## src/rtl/mem_arb.sv

```systemverilog
// rtl/mem_arb.sv - round-robin shared-memory arbiter with one-cycle read return
// Optional loader write port enabled by MEM_ARB_OOB_EN.
module mem_arb #(
    parameter int NUM_PORTS  = 2,
    parameter int ADDR_WIDTH = 16,
    parameter int DATA_WIDTH = 16
) (
    input  logic                             clk,
    input  logic                             rst,
    input  logic [NUM_PORTS-1:0]             req_valid,
    input  logic [NUM_PORTS-1:0]             req_we,
    input  logic [NUM_PORTS*ADDR_WIDTH-1:0]  req_addr,
    input  logic [NUM_PORTS*DATA_WIDTH-1:0]  req_wdata,
    output logic [NUM_PORTS-1:0]             req_ready,
    output logic [NUM_PORTS-1:0]             rsp_valid,
    output logic [DATA_WIDTH-1:0]            rsp_data,
`ifdef MEM_ARB_OOB_EN
    input  logic [ADDR_WIDTH-1:0]            oob_write_addr,
    input  logic [DATA_WIDTH-1:0]            oob_write_data,
    input  logic                             oob_wen,
`endif
    output logic                             mem_we,
    output logic [ADDR_WIDTH-1:0]            mem_addr,
    output logic [DATA_WIDTH-1:0]            mem_wdata,
    input  logic [DATA_WIDTH-1:0]            mem_rdata
);

    localparam int PW = (NUM_PORTS > 1) ? $clog2(NUM_PORTS) : 1;

    logic [PW-1:0] last_grant_q, last_grant_d;
    logic [PW-1:0] rd_port_q, rd_port_d;
    logic          rd_pending_q, rd_pending_d;
    logic [PW-1:0] winner, cand;
    logic          found;

    // Search begins just past the previous winner so every requester gets a turn.
    always_comb begin
        found  = 1'b0;
        winner = '0;
        cand   = '0;
        for (int i = 1; i <= NUM_PORTS; i++) begin
            cand = PW'((int'(last_grant_q) + i) % NUM_PORTS);
            if (!found && req_valid[cand]) begin
                found  = 1'b1;
                winner = cand;
            end
        end
    end

    always_comb begin
        req_ready    = '0;
        mem_we       = 1'b0;
        mem_addr     = '0;
        mem_wdata    = '0;
        last_grant_d = last_grant_q;
        rd_pending_d = 1'b0;
        rd_port_d    = rd_port_q;
        if (rst) begin
`ifdef MEM_ARB_OOB_EN
            if (oob_wen) begin
                mem_we    = 1'b1;
                mem_addr  = oob_write_addr;
                mem_wdata = oob_write_data;
            end else
`endif
            if (found) begin
                req_ready[winner] = 1'b1;
                mem_we            = req_we[winner];
                mem_addr          = req_addr[winner*ADDR_WIDTH +: ADDR_WIDTH];
                mem_wdata         = req_wdata[winner*DATA_WIDTH +: DATA_WIDTH];
                last_grant_d      = winner;
                if (!req_we[winner]) begin
                    rd_pending_d = 1'b1;
                    rd_port_d    = winner;
                end
            end
        end
    end

    always_comb begin
        rsp_valid            = '0;
        rsp_valid[rd_port_q] = rd_pending_q;
    end

    assign rsp_data = mem_rdata;

    always_ff @(posedge clk or negedge rst) begin
        if (!rst) begin
            last_grant_q <= PW'(NUM_PORTS - 1);
            rd_pending_q <= 1'b0;
            rd_port_q    <= '0;
        end else begin
            last_grant_q <= last_grant_d;
            rd_pending_q <= rd_pending_d;
            rd_port_q    <= rd_port_d;
        end
    end

endmodule

```

## config.mk

```make
export PLATFORM = sky130hd
export DESIGN_NAME = mem_arb
export DESIGN_NICKNAME = d
export VERILOG_FILES = /design/src/rtl/mem_arb.sv
export SDC_FILE = /design/constraint.sdc
export NUM_CORES = 1
export LEC_CHECK = 0
export CORE_MARGIN = 3
export CORE_UTILIZATION = 18
export DETAILED_ROUTE_END_ITERATION = 8
export PLACE_DENSITY = 0.79
export SLEW_MARGIN = 25
export SYNTH_ARGS = -nofsm -noshare
export SYNTH_HDL_FRONTEND = slang
export SYNTH_SLANG_ARGS = --single-unit
```

## constraint.sdc

```tcl
create_clock -name clk -period 1.8 [get_ports clk]
set_input_delay 0.45 -clock clk [delete_from_list [all_inputs] [get_ports clk]]
set_output_delay 0.45 -clock clk [all_outputs]
set_load 0.05 [all_outputs]
```

======== After elaboration in Yosys (flattened, before gate mapping) ========
Index checks and enable logic that the tools add are counted.
word-level totals
  bits in registers ....................... 3
  bits in latches ......................... 0
  memory bits (writable) .................. 0
  ROM bits ................................ 0
  bits of input ports ..................... 86
  output and inout bits ................... 53
  word-level logic and storage cells ...... 46
  memories kept ........................... 0
cells by class
  $add $sub $neg .......................... 2
  $mul .................................... 0
  div/mod/pow operators ................... 0
  order comparisons ....................... 6
  eq/ne operators ......................... 0
  shift operators ......................... 2
  muxes and demuxes ....................... 25
  bitwise logic cells ..................... 2
  reductions and logical operators ........ 6
operators with widths
  kind                                                       count
  2-to-1 mux 16 bit                                          4
  indexed part select 32 x 6 -> 16 bit                       2
  2-to-1 mux 1 bit                                           17
  < comparator 1 x 2 -> 1 bit (second input constant)        4
  2-to-1 mux 2 bit                                           2
  logical AND 1 bit                                          3
  AND reduction 3 bit                                        1
  adder 1 bit (second input constant)                        2
  bitwise AND 2 bit                                          1
  demux 1 bit (select 1 bit)                                 2
  greater-or-equal comparator 1 bit (second input constant)  2
  AND reduction 2 bit                                        1
  zero test 1 bit                                            1
  inverter 1 bit                                             1

======== Depth between registers and ports, before layout ========
  depth in word-level cells ............... 13
  depth in mapped cells ................... 5
  mapped depth without buffers ............ 3

======== Worst setup path after synthesis ========
No wires, ideal clock.
  kind .................................... in2out
  from .................................... input port req_valid[0]
  to ...................................... output port mem_wdata[10]
  data arrival time ....................... 1.599 ns
  required time ........................... 1.350 ns
  path slack .............................. -0.249 ns
  stages on the path ...................... 5
  cell sequence ........................... nand2_1 -> and3_1 -> buf_2 -> buf_2 -> a22o_1
on the way
  cells in the longest elaborated chain, start to end .. 9
  elaborated cells between the ends (all ways) .. 13
  those cells by class .................... shift: 1; mux: 10; reduce/logical: 2
ends and longest elaborated chain
  item                                                 RTL line  source
  start, declared                                      10        input logic [NUM_PORTS-1:0] req_valid,
  2-to-1 mux 1 bit (implied by the code) (2 in a row)  43        if (!found && req_valid[cand]) begin
  2-to-1 mux 1 bit                                     43
  zero test 1 bit                                      43
  logical AND 1 bit                                    43
  2-to-1 mux 1 bit                                     43
  indexed part select 32 x 6 -> 16 bit                 70        mem_wdata = req_wdata[winner*DATA_WIDTH +: DATA_WIDTH];
  2-to-1 mux 16 bit (*)                                66        if (found) begin
  2-to-1 mux 16 bit (*)                                58        if (rst) begin
  end, declared                                        24        output logic [DATA_WIDTH-1:0] mem_wdata,
Mark *: on every way between the ends. The rest lies on a longest branch, timed or not. The select of a mux whose other input is x is not followed.

======== Worst setup path in the final report ========
  from .................................... register last_grant_q
  to ...................................... output port mem_addr[6]
on the way
  cells in the longest elaborated chain, start to end .. 10
  elaborated cells between the ends (all ways) .. 15
  those cells by class .................... add/sub: 2; shift: 1; mux: 10; reduce/logical: 2
ends and longest elaborated chain
  item                                                 RTL line  source
  start, declared                                      30        logic [PW-1:0] last_grant_q, last_grant_d;
  start signal, assigned                               89        last_grant_q <= PW'(NUM_PORTS - 1);
  start signal, assigned                               93        last_grant_q <= last_grant_d;
  adder 1 bit                                          42        cand = PW'((int'(last_grant_q) + i) % NUM_PORTS);
  2-to-1 mux 1 bit (implied by the code) (2 in a row)  43
  2-to-1 mux 1 bit                                     43
  zero test 1 bit                                      43
  logical AND 1 bit                                    43
  2-to-1 mux 1 bit                                     43
  indexed part select 32 x 6 -> 16 bit                 69        mem_addr = req_addr[winner*ADDR_WIDTH +: ADDR_WIDTH];
  2-to-1 mux 16 bit (*)                                66
  2-to-1 mux 16 bit (*)                                58
  end, declared                                        23        output logic [ADDR_WIDTH-1:0] mem_addr,
Marks and branches as above.

==> impl_summary.txt <==
----------------------------------------------------
[Timing]
  Worst-case setup margin in the final layout ... -344 ps
  Total Negative Setup Slacks ... -10270 ps
  Unrepaired setup endpoints after global routing ... yes
  Highest attainable clock frequency ... about 470 MHz
  Final number of max-transition violations ... 0
  Slew at the pin closest to its max-slew limit ... 204 ps
  Clock period minus final worst setup slack ... 2140 ps
  Final clock skew ... 4.94 ps
  Hold Violations, Final ... 0
  Total setup violations reported at the end of the flow ... 35
  Share of the cycle needed by the critical path after routing ... 1.19
  Slew headroom ... 0.864

[Floorplan]
  Full die area ... ~4400 µm²
  Row count ... 21
  Die boundary height ... 66.5 µm
  Initial Util ... 0.192
  Core area ... approximately 3400 µm²
  Width of the chip ... 66.5 µm
  Boundary pin count ... 139

[Critical path]
  Cell with the largest stage delay on the worst path ... sky130_fd_sc_hd__dfstp_2
  Worst Setup Start Kind ... register
  R2r setup slk ... between 500 and 600 ps
  Data arrival time of the worst path ... ~1700 ps
  List of cells traversed by the critical path ... nand2b_4 -> and3_4 -> buf_4 -> buf_6 -> a22o_4 -> buf_12
  Number of cells on the worst reg-to-reg path ... 5
  Path type of the worst setup path ... register to output port
  Delay of the slowest critical-path stage ... 550 ps
  Maximum fanout encountered on the critical timing path ... 5
  Required time of the worst setup path ... 1350 ps
  Endpoint of the worst register-to-register path ... rd_pending_q
  Type of element capturing the critical path ... output port
  Launch instance of the worst register-to-register path ... last_grant_q

[Synth]
  Biggest area contributors in the synthesized netlist ... sky130_fd_sc_hd__a22o_1 (43%), sky130_fd_sc_hd__buf_4 (18%), sky130_fd_sc_hd__dfrtp_1 (7.6%)
  Largest area contributor in the netlist ... sky130_fd_sc_hd__a22o_1
  Dominant synthesized flop cell ... sky130_fd_sc_hd__dfrtp_1
  Number of unique standard cell types used by synthesis ... 18
  Post-Synthesis Cells ... 79
  Async set-or-reset flop fraction in the synthesized netlist ... 1.00
  Syn. warnings ... 0
  #FFs+latches synth ... 3
  Average footprint of a synthesized cell ... 8.35 µm²
  Post-Synthesis Cell Area ... 659 µm²
  Share of the yosys chip area belonging to registers ... 0.116
  Most frequent cell after synthesis ... sky130_fd_sc_hd__a22o_1
  Top cells by count, synth ... sky130_fd_sc_hd__a22o_1 (32), sky130_fd_sc_hd__buf_4 (16), sky130_fd_sc_hd__nand2_1 (5)
  Number of enable-type register cells in the synthesized netlist ... 0
  Area fraction of the dominant cell type after synthesis ... 0.425
  Syn nets ... between 150 and 200

[Clock network]
  H-tree Lvls ... 1
  Cell at the root of the clock tree ... sky130_fd_sc_hd__clkbuf_8
  CTS tree ... yes
  Sinks on the clock net ... 3
  Reg clk slew, reported paths ... 40 ps
  Total CTS buffers ... 3
  Maximum number of buffers from clock root to sink ... 2
  Clk_lat worst skew ... 230 ps

[Power]
  Static Leakage ... 1.13 nW
  Power per unit of standard cell area ... 523 nW/µm²
  Max rail drop VDD ... approximately 0.00042 V

[Route]
  Post-route DRC ... 0
  Final routed wirelength across all metal layers ... about 5400 µm
  Routed len/inst ... ~23 µm
  Vias ... approximately 1.1k
  DR vias/cell ... between 4 and 5
  First-pass DRT Iterations ... 4
  First DRT Iteration DRCs ... 38
  Remaining number of nets flagged by the antenna check after routing ... 0

[Place]
  Minimum setup slack after placement ... -518 ps
  DP Area ... 2170 µm²
  Final estimated routing congestion in global placement ... roughly 0.7
  Cell count after placement ... 215
  HPWL after DPL ... 3460 µm
  Number of buffers added on ports ... 106

[Global route]
  Remaining global-route overflow ... 0
  First-pass GRT wire length ... 7470 µm
  Largest net degree at the start of global routing ... 18
  Number of global-route vias before repair ... 1238
  Number of antenna violations at the first check in global routing ... 0
  Global-route usage over all layers ... 0.234

[Min path]
  Class of the most critical hold timing path ... input pin to async pin

[Layout]
  Count of fill cells added during filler insertion ... 194
  Non-Filler Cell Area, Final ... 2600 µm²
  Ant. Diodes ... 0
  Final std cells w/o fill ... 232
  Number of nets in the layout ... 273
  Growth of design area from synthesis to finish ... 294%
  Utilization of the core after routing ... 0.755
  Fraction of final layout cells sized beyond drive strength 1 ... 0.538

[Status]
  Status ... finished with violations
  Violations in the final reports ... negative setup slack

[Job]
  Reported max-cap violation count ... 0

----------------------------------------------------
-- power breakdown --
| part | switching [W] | internal, W | leakage [nW] |
|---|---|---|---|
| Clock | 0.0000557 | 0.000152 | 0.0228 |
| Combinational | 0.000474 | 0.000584 | 1.08 |
| Sequential | 0.0000110 | 0.0000828 | 0.0347 |
-- critical path, delay by kind of cell, from the launching register on --
family	cells	cell delay, ps
buffers and inverters	3	380
DFF	1	550
and+or+nand+nor	2	370
AOI/OAI and AO/OA	1	160
-- state kept, by name (all words and copies together) (netlist names) --
signal,cells
rd_port_q,1
rd_pending_q,1
last_grant_q,1
-- cells in the final DEF, fill, tap and decap left out, types with 2 or more instances in the layout --
master                            count
sky130_fd_sc_hd__nand2_2              2
sky130_fd_sc_hd__buf_4               11
sky130_fd_sc_hd__buf_6                3
sky130_fd_sc_hd__dlygate4sd2_1        3
sky130_fd_sc_hd__nand2b_1             2
sky130_fd_sc_hd__clkbuf_8             3
sky130_fd_sc_hd__nand2_1              3
sky130_fd_sc_hd__a22o_4              32
sky130_fd_sc_hd__dfrtp_1              2
sky130_fd_sc_hd__nor2b_1              2
sky130_fd_sc_hd__buf_12              39
sky130_fd_sc_hd__clkbuf_16            2
sky130_fd_sc_hd__clkdlybuf4s50_1     65
sky130_fd_sc_hd__and3_4               2
sky130_fd_sc_hd__buf_16               3
-- layout make-up --
type	count	area, µm²	area share
tap	46	57.6	0.0221
clock buffer	4	45.0	0.0173
timing repair buffer	127	1720	0.661
multi-input combinational	52	703	0.271
sequential	3	76.3	0.0294
-- worst max-delay path by stage --
stage	startpoint	end	slack, ps	cells after the start
floorplan	last_grant_q	mem_addr[10]	-10	5
global placement	req_valid[1]	mem_addr[8]	-500	6
detailed placement	req_valid[1]	mem_addr[8]	-520	6
CTS	last_grant_q	mem_addr[6]	-340	6
global route	last_grant_q	mem_addr[6]	-390	6
finish	last_grant_q	mem_addr[6]	-340	6
-- metal layers --
layer / vias up / wire [µm] / global-route usage
met1: 539 / 1830 / 0.245
li1: 507 / - / -
met5: - / 0 / 0
met2: 78 / 2930 / 0.446
met3: 15 / 512 / 0.0675
met4: 0 / 165 / 0.0660
-- per-stage QoR --
step                hold slack, ps  total power, W
floorplan                      154        0.000597
global placement               527        0.000980
detailed placement             548        0.000997
CTS                            301         0.00134
global route                   327         0.00141
finish                         315         0.00136
-- logic make-up (layout without fill, tap and decap cells) --
family / after synthesis / count (layout) / share of synthesized area
flip-flops: 3 / 3 / 0.116
AND/OR/NAND/NOR: 14 / 14 / 0.110
buffers and inverters: 24 / 131 / 0.298
AO/OA/AOI/OAI: 38 / 38 / 0.476
-- timing repair --
action / CTS / global route
endpoints found under the hold margin: 0 / 0
setup endpoints to repair: 35 / 35
hold buffers: 0 / 0
gates resized for setup: 30 / 11
pin swaps: 23 / 11
setup buffers: 6 / 5
gates cloned: 5 / 2
Power figures use the tool's default switching activity.
